**config.mk**
```make
export PLATFORM = sky130hd
export DESIGN_NAME = squeeze_bias_apply
export DESIGN_NICKNAME = d
export VERILOG_FILES = /design/src/rtl/squeeze_bias_apply.sv
export SDC_FILE = /design/constraint.sdc
export NUM_CORES = 1
export LEC_CHECK = 0
export ABC_CLOCK_PERIOD_IN_PS = 8700
export CAP_MARGIN = 20
export CORE_AREA = 5 5 422 424
export DETAILED_ROUTE_END_ITERATION = 10
export DIE_AREA = 0 0 427 429
export PLACE_DENSITY_LB_ADDON = 0.25
export SYNTH_ARGS = -nofsm -noshare
export SYNTH_HDL_FRONTEND = slang
export SYNTH_SLANG_ARGS = --single-unit
```
**constraint.sdc**
```tcl
create_clock -name clk -period 8.7 [get_ports clk]
set_input_delay 1.74 -clock clk [delete_from_list [all_inputs] [get_ports clk]]
set_output_delay 1.74 -clock clk [all_outputs]
set_load 0.1 [all_outputs]
```
**src/rtl/squeeze_bias_apply.sv**
```systemverilog
// Squeeze-layer bias apply: adds the per-channel sign-magnitude bias to a stream of
// two's-complement accumulator beats, then applies optional ReLU and saturates to
// 16-bit sign-magnitude. Two-stage pipeline with valid/ready backpressure.
module squeeze_bias_apply #(
    parameter int unsigned NUM_CH  = 64,
    parameter int unsigned ACC_W   = 24,
    parameter bit          RELU_EN = 1'b1
) (
    input  logic                        clk,
    input  logic                        rst,
    input  logic [NUM_CH-1:0][15:0]     bias_mem,
    input  logic                        ch_clr,
    input  logic                        in_valid,
    output logic                        in_ready,
    input  logic [ACC_W-1:0]            acc_in,
    output logic                        out_valid,
    input  logic                        out_ready,
    output logic [15:0]                 out_data,
    output logic [$clog2(NUM_CH)-1:0]   out_ch,
    output logic                        out_last,
    output logic                        sat_flag
);

    localparam int unsigned ChW  = $clog2(NUM_CH);
    localparam int unsigned SumW = ACC_W + 1;

    localparam logic [ChW-1:0]         LastCh = ChW'(NUM_CH - 1);
    localparam logic signed [SumW-1:0] MaxPos = SumW'(32767);
    localparam logic signed [SumW-1:0] MinNeg = -MaxPos;
    localparam logic signed [SumW-1:0] Zero   = '0;

    logic                   en;
    logic                   accept;
    logic [ChW-1:0]         cnt_q, cnt_d;
    logic [ChW-1:0]         ch_tag;
    logic [15:0]            bias_word;
    logic signed [SumW-1:0] bias_mag;
    logic signed [SumW-1:0] bias_tc;
    logic signed [SumW-1:0] acc_sext;
    logic signed [SumW-1:0] sum_d;

    logic                   s1_valid_q;
    logic signed [SumW-1:0] s1_sum_q;
    logic [ChW-1:0]         s1_ch_q;
    logic                   s1_last_q;

    logic [15:0]            res_data;
    logic                   res_sat;

    logic                   out_valid_q;
    logic [15:0]            out_data_q;
    logic [ChW-1:0]         out_ch_q;
    logic                   out_last_q;
    logic                   sat_q, sat_d;

    // Both stages move together; a full, stalled output stage freezes the whole pipe.
    assign en       = !out_valid_q || out_ready;
    assign in_ready = en;
    assign accept   = in_valid && en;

    // Channel tag, bias lookup and the biased sum feeding stage 1.
    always_comb begin
        // A coincident ch_clr makes this beat channel 0.
        ch_tag    = ch_clr ? '0 : cnt_q;
        cnt_d     = cnt_q;
        if (accept) begin
            cnt_d = (ch_tag == LastCh) ? '0 : ch_tag + 1'b1;
        end else if (ch_clr) begin
            cnt_d = '0;
        end
        bias_word = bias_mem[ch_tag];
        bias_mag  = SumW'(bias_word[14:0]);
        // Negative zero (0x8000) falls out as 0 here.
        bias_tc   = bias_word[15] ? -bias_mag : bias_mag;
        acc_sext  = {acc_in[ACC_W-1], acc_in};
        sum_d     = acc_sext + bias_tc;
    end

    // ReLU, saturation and sign-magnitude encoding of the stage-1 sum.
    always_comb begin
        res_data = '0;
        res_sat  = 1'b0;
        if (RELU_EN && s1_sum_q <= Zero) begin
            res_data = '0;
        end else if (s1_sum_q > MaxPos) begin
            res_data = 16'h7FFF;
            res_sat  = 1'b1;
        end else if (s1_sum_q < MinNeg) begin
            // Also catches -32768, which has no sign-magnitude encoding.
            res_data = 16'hFFFF;
            res_sat  = 1'b1;
        end else if (s1_sum_q < Zero) begin
            res_data = {1'b1, 15'(-s1_sum_q)};
        end else begin
            res_data = {1'b0, s1_sum_q[14:0]};
        end
    end

    // Sticky saturation flag: a saturating stage-2 load beats a same-cycle clear.
    always_comb begin
        sat_d = sat_q;
        if (ch_clr) begin
            sat_d = 1'b0;
        end
        if (en && s1_valid_q && res_sat) begin
            sat_d = 1'b1;
        end
    end

    // Channel counter and saturation flag.
    always_ff @(posedge clk or posedge rst) begin
        if (rst) begin
            cnt_q <= '0;
            sat_q <= 1'b0;
        end else begin
            cnt_q <= cnt_d;
            sat_q <= sat_d;
        end
    end

    // Stage 1: biased sum plus channel and last tags.
    always_ff @(posedge clk or posedge rst) begin
        if (rst) begin
            s1_valid_q <= 1'b0;
            s1_sum_q   <= '0;
            s1_ch_q    <= '0;
            s1_last_q  <= 1'b0;
        end else if (en) begin
            s1_valid_q <= accept;
            if (accept) begin
                s1_sum_q  <= sum_d;
                s1_ch_q   <= ch_tag;
                s1_last_q <= (ch_tag == LastCh);
            end
        end
    end

    // Stage 2: encoded result presented on the output stream.
    always_ff @(posedge clk or posedge rst) begin
        if (rst) begin
            out_valid_q <= 1'b0;
            out_data_q  <= '0;
            out_ch_q    <= '0;
            out_last_q  <= 1'b0;
        end else if (en) begin
            out_valid_q <= s1_valid_q;
            if (s1_valid_q) begin
                out_data_q <= res_data;
                out_ch_q   <= s1_ch_q;
                out_last_q <= s1_last_q;
            end
        end
    end

    assign out_valid = out_valid_q;
    assign out_data  = out_data_q;
    assign out_ch    = out_ch_q;
    assign out_last  = out_last_q;
    assign sat_flag  = sat_q;

endmodule

```
# Word level (Yosys, flattened, before mapping)
# Index checks and enable logic that the tools add are counted.
# W data, S select, Z words.
# word_totals
ff_bits	64
out_inout_bits	26
inputBits	1053
# op_classes
add_sub_neg	4
reduce_logical	8
n_mux	15
n_eq_ne	1
n_lt_le_gt_ge	5
# op_table
op	count
$bmux W16 S6	1
$mux W16	5
$add A24 B25 Y25	1
$gt A25 B16 Y1 const B	1
$le A25 B1 Y1 const B	1
$lt A25 B1 Y1 const B	1
$lt A25 B16 Y1 const B	1
$mux W25	1
$neg A15 Y25	1
$mux W6	3
$neg A15 Y15	1
$lt A6 B7 Y1 const B	1
$add A6 B1 Y6 const B	1
$eq A6 B6 Y1 const B	1
$mux W1	5
$reduce_and A2 Y1	2
$logic_and A1 B1 Y1	3
$reduce_bool A2 Y1	1
$logic_not A1 Y1	1
$logic_or A1 B1 Y1	1

# Logic depth before layout (Yosys ltp)
# depth
ltp_word	6
depth_mapped	28
mapped_depth_nobuf	23

# Least setup slack after synthesis
# No wires, ideal clock.
# synth_timing
kind	input to register
start	in ch_clr
end	reg s1_sum_q[23]
arrival_time_ns	6.988
stages	22
setup_time_ns	0.126
path_slack_ns	1.586
cell_sequence	buf_6 nor2b_1 buf_2 buf_1 clkbuf_1 mux4_2 a311oi_2 ha_1 nand4_2 nor4_2 nand4_2 o31ai_1 xnor2_1 ha_1 a21o_1 a21oi_1 nand2_1 a211oi_1 nor3_1 a2111oi_0 a2111oi_0 a221o_1
# synth_via
elab_chain_cells	6
# synth_rtl
item	line_no	text
start, declared	12	input logic ch_clr,
$mux W6 *	n/a	
$bmux W16 S6 *	71	bias_word = bias_mem[ch_tag];
$mux W16 (implied by the code) *	71	
$neg A15 Y25	74	bias_tc = bias_word[15] ? -bias_mag : bias_mag;
$mux W25 *	74	
$add A24 B25 Y25 *	76	sum_d = acc_sext + bias_tc;
end signal, assigned	131	s1_sum_q <= sum_d;
end, declared	43	logic signed [SumW-1:0] s1_sum_q;
# Mark *: on every way between the ends. The rest lies on a longest branch, timed or not. The select of a mux whose other input is x is not followed.
# A chain may end at the register's enable or synchronous reset.

# Worst setup path after layout
# layout_timing
start	in bias_mem[123] (netlist bit)
end	reg s1_sum_q[23]
# layout_via
elab_chain_cells	5
# layout_rtl
item	line_no	text
start, declared	11	input logic [NUM_CH-1:0][15:0] bias_mem,
$bmux W16 S6 *	71	
$mux W16 (implied by the code) *	71	
$neg A15 Y25	74	
$mux W25 *	74	
$add A24 B25 Y25 *	76	
# Marked as above.

==> run summary <==
Smallest hold slack: 0.477 ns
NumNets Final: 3838
Antenna viol nets, final: 0
Clock latency on the worst-skew pair: 0.34 ns
Number of global-route vias before repair: 20700
Layout fillers: 19800
Sequential cell area: 1620 um^2
Largest cells by area after synthesis: mux2i_1 12%, dfrtp_1 11%, mux4_2 8.0%, nand2_1 5.2%, a21oi_1 4.6%
Fmax: 121 MHz
Drt via density: 3.94
Primary FF master, synth: dfrtp_1
P_sw: 0.00157 W
Post-cts resize count: 0
Met1 Use GR: 0.225
Core area: 173000 um^2
Number of I/O pins: 1079
Peak VDD IR: 0.0919 mV
Postcts setup bufs: 0
Sequential Power Share: 0.163
Fraction of final layout cells sized beyond drive strength 1: 0.109
DP HPWL: 154000 um
Met3 Use GR: 0.0318
Busiest grt layer: met2
Fin area: 28100 um^2
DR WL/cell: 34.5 um
Area grow syn2layout: 99.1%
Unrepaired setup endpoints after global routing: false
CTS tree: yes
Post-synth top area cell: mux2i_1
Crit path max-delay cell type: a22oi_1
Initial Utilization: 0.0815
Via count: 20100
Register area share after synthesis: 0.113
Global Route Usage Sum: 0.183
Initial DRC count: 1440
Number of synthesized register bits: 64
Status: finished clean
Max incr delay on CP: 0.94 ns
Total die area: 183000 um^2
First-pass GRT wire length: 222000 um
Clock share of power: 0.128
Largest net degree at the start of global routing: 74
Leak: 9.63 nW
Root Buffer: clkbuf_16
GRT met2 Usage: 0.338
Ys async rst share: 1.00
Drt pass-1 iters: 6
Buffers on Ports: 1078
Max-cap violations: 0
Hold Crit Class: flip-flop to flip-flop
Cells after synthesis: 1733
Final Max Tran Viols: 0
Crit path arrival time: 8.46 ns
CP endpoint kind: flip-flop
FP Rows: 153
Final wirelength: 176000 um
PD cells: 115 nW/um^2
Crit path max fanout: 11
Fin crit period: 8.23 ns
Crit Path Category: primary input to flip-flop
Syn Area/Cell: 8.16 um^2
Die height: 429 um
CP startpoint kind: primary input
Final TNS setup: 0 ns
Clk_skew: 0.00622 ns
Top cell type's share of synthesized area: 0.122
Grt total ovfl: 0
Initial antenna violation count: 103
Final worst-path cycle share: 0.946
CP delay by family, top: compound AO/OA/AOI/OAI gates
WP data required: 8.92 ns
H-tree depth: 3
Critical-path cell list: clkdlybuf4s50_1 -> mux2i_1 -> a22oi_1 -> o221ai_1 -> o2111a_1 -> a211oi_1 -> or3_1 -> or2_0 -> o31ai_1 -> xnor2_1 -> ha_1 -> a21o_1 -> a21oi_1 -> nand2_1 -> a211oi_1 -> nor3_1 -> a2111oi_0 -> buf_4 -> a2111oi_0 -> a221o_1
Power Internal: 0.00165 W
Syn nets: 2816
Proportion of power drawn by combinational gates: 0.709
Num CTS Buffers: 9
Top post-synthesis cells by count: 195 x nand2_1, 173 x mux2i_1, 130 x a21oi_1
Final setup fails: 0
Cell with the most instances after synthesis: nand2_1
DRC viols: 0
Number of synthesized flops with an enable pin: 0
Rel. slew slack: 0.212
Post-Place Cell Area: 27800 um^2
CTS clk-pin slew, worst paths: 0.06 ns
Yosys cell types: 103
Yosys warns: 0
Sw frac: 0.487
Cts-stage hold buffer count: 0
Clock Sinks: 64
Cell Area, Synth: 14100 um^2
Worst-margin pin slew: 1.18 ns
Worst path bufs/invs: 2
Die width: 427 um
Final Hold Viols: 0
Max Buffers Root-to-Sink: 2
GPL Wtd Cong: 0.928
Multi-input combinational cell area: 11400 um^2
-- through the flow --
step / util / cells / setup slack [ns] / power, W
2_1_floorplan: - / 1733 / 1.59 / 0.00167
3_3_place_gp: 0.160 / 5068 / -0.0140 / 0.00285
3_5_place_dp: 0.160 / 5069 / 0.0887 / 0.00284
4_1_cts: 0.162 / 5085 / 0.454 / 0.00327
5_1_grt: 0.162 / 5094 / 0.257 / 0.00340
6_report: 0.162 / 5107 / 0.467 / 0.00322
-- sequential cells by signal, indices dropped and copies added (netlist names) --
register    count
out_last        1
s1_valid_q      1
cnt_q           6
sat_flag        1
s1_sum_q       25
out_valid       1
out_ch          6
s1_ch_q         6
out_data       16
s1_last_q       1
-- layout make-up --
| type | count | share of cell area |
|---|---|---|
| flip-flops and latches | 64 | 0.0574 |
| diodes | 22 | 0.00196 |
| well taps | 2325 | 0.103 |
| repair buffers | 1187 | 0.418 |
| multi-input cells | 1468 | 0.404 |
| inverters | 25 | 0.00338 |
| clock buffers | 12 | 0.00947 |
| clock inverters | 4 | 0.00262 |
-- final timing paths --
path | depth (start not counted) | start | slack (ns) | to
max | 20 | bias_mem[123] | 0.47 | s1_sum_q[23]
min | 2 | s1_ch_q[1] | 0.48 | s1_ch_q[1]
max reg2reg | 20 | cnt_q[0] | 0.68 | s1_sum_q[23]
min reg2reg | 2 | s1_ch_q[1] | 0.48 | s1_ch_q[1]
max in group asynchronous | 3 | rst | 5.98 | cnt_q[0]
min in group asynchronous | 2 | rst | 1.59 | out_valid
-- worst register-to-register path: stages, from the launching register on --
cell	delay, ns
dfrtp_4	0.95
buf_4	0.60
mux2i_1	0.18
a22oi_1	0.94
o221ai_1	0.71
o2111a_1	0.35
a211oi_1	0.66
or3_1	0.30
or2_0	0.61
o31ai_1	0.21
xnor2_1	0.16
ha_1	0.37
a21o_1	0.18
a21oi_1	0.17
nand2_1	0.08
a211oi_1	0.34
nor3_1	0.13
a2111oi_0	0.44
buf_4	0.20
a2111oi_0	0.09
a221o_1	0.27
-- cells in the final DEF (no fill, tap or decap), types with 20 or more instances in the layout --
master	synthesis	final
o21ai_0	89	89
dfrtp_1	64	59
diode_2	0	22
o22ai_1	42	42
a211oi_1	67	65
nor2_1	77	77
mux2i_1	173	173
o211ai_1	23	23
mux4_2	50	50
nand2_1	195	194
mux2_2	54	54
nor3_1	22	20
nand3_1	25	25
ha_1	29	29
a31oi_1	20	20
a221oi_1	53	53
a21oi_1	130	130
clkdlybuf4s50_1	0	1074
a22oi_1	48	48
buf_4	24	99
-- per-layer routing --
metal  part of all wire  vias up
met1               0.41    10100
met5             0.0011        -
li1                   -     8875
met4              0.020       30
met3              0.052      193
met2               0.52      890
-- power groups by stage --
stage	Combinational (W)	Clock [W]	Sequential, W
6_report	0.00228	0.000413	0.000526
5_1_grt	0.00242	0.000439	0.000543
4_1_cts	0.00232	0.000426	0.000529
3_5_place_dp	0.00231	0	0.000533
3_3_place_gp	0.00231	0	0.000533
2_1_floorplan	0.000933	0	0.000741
-- logic make-up after synthesis --
family | count (synthesis) | synth area share
buffers and inverters | 201 | 0.0904
adder cells (fa/ha/maj) | 30 | 0.0271
XOR/XNOR | 37 | 0.0239
flip-flops | 64 | 0.113
AND/OR/NAND/NOR | 474 | 0.170
multiplexers | 292 | 0.258
AO/OA/AOI/OAI | 635 | 0.318
(Power assumes the default switching activity.)
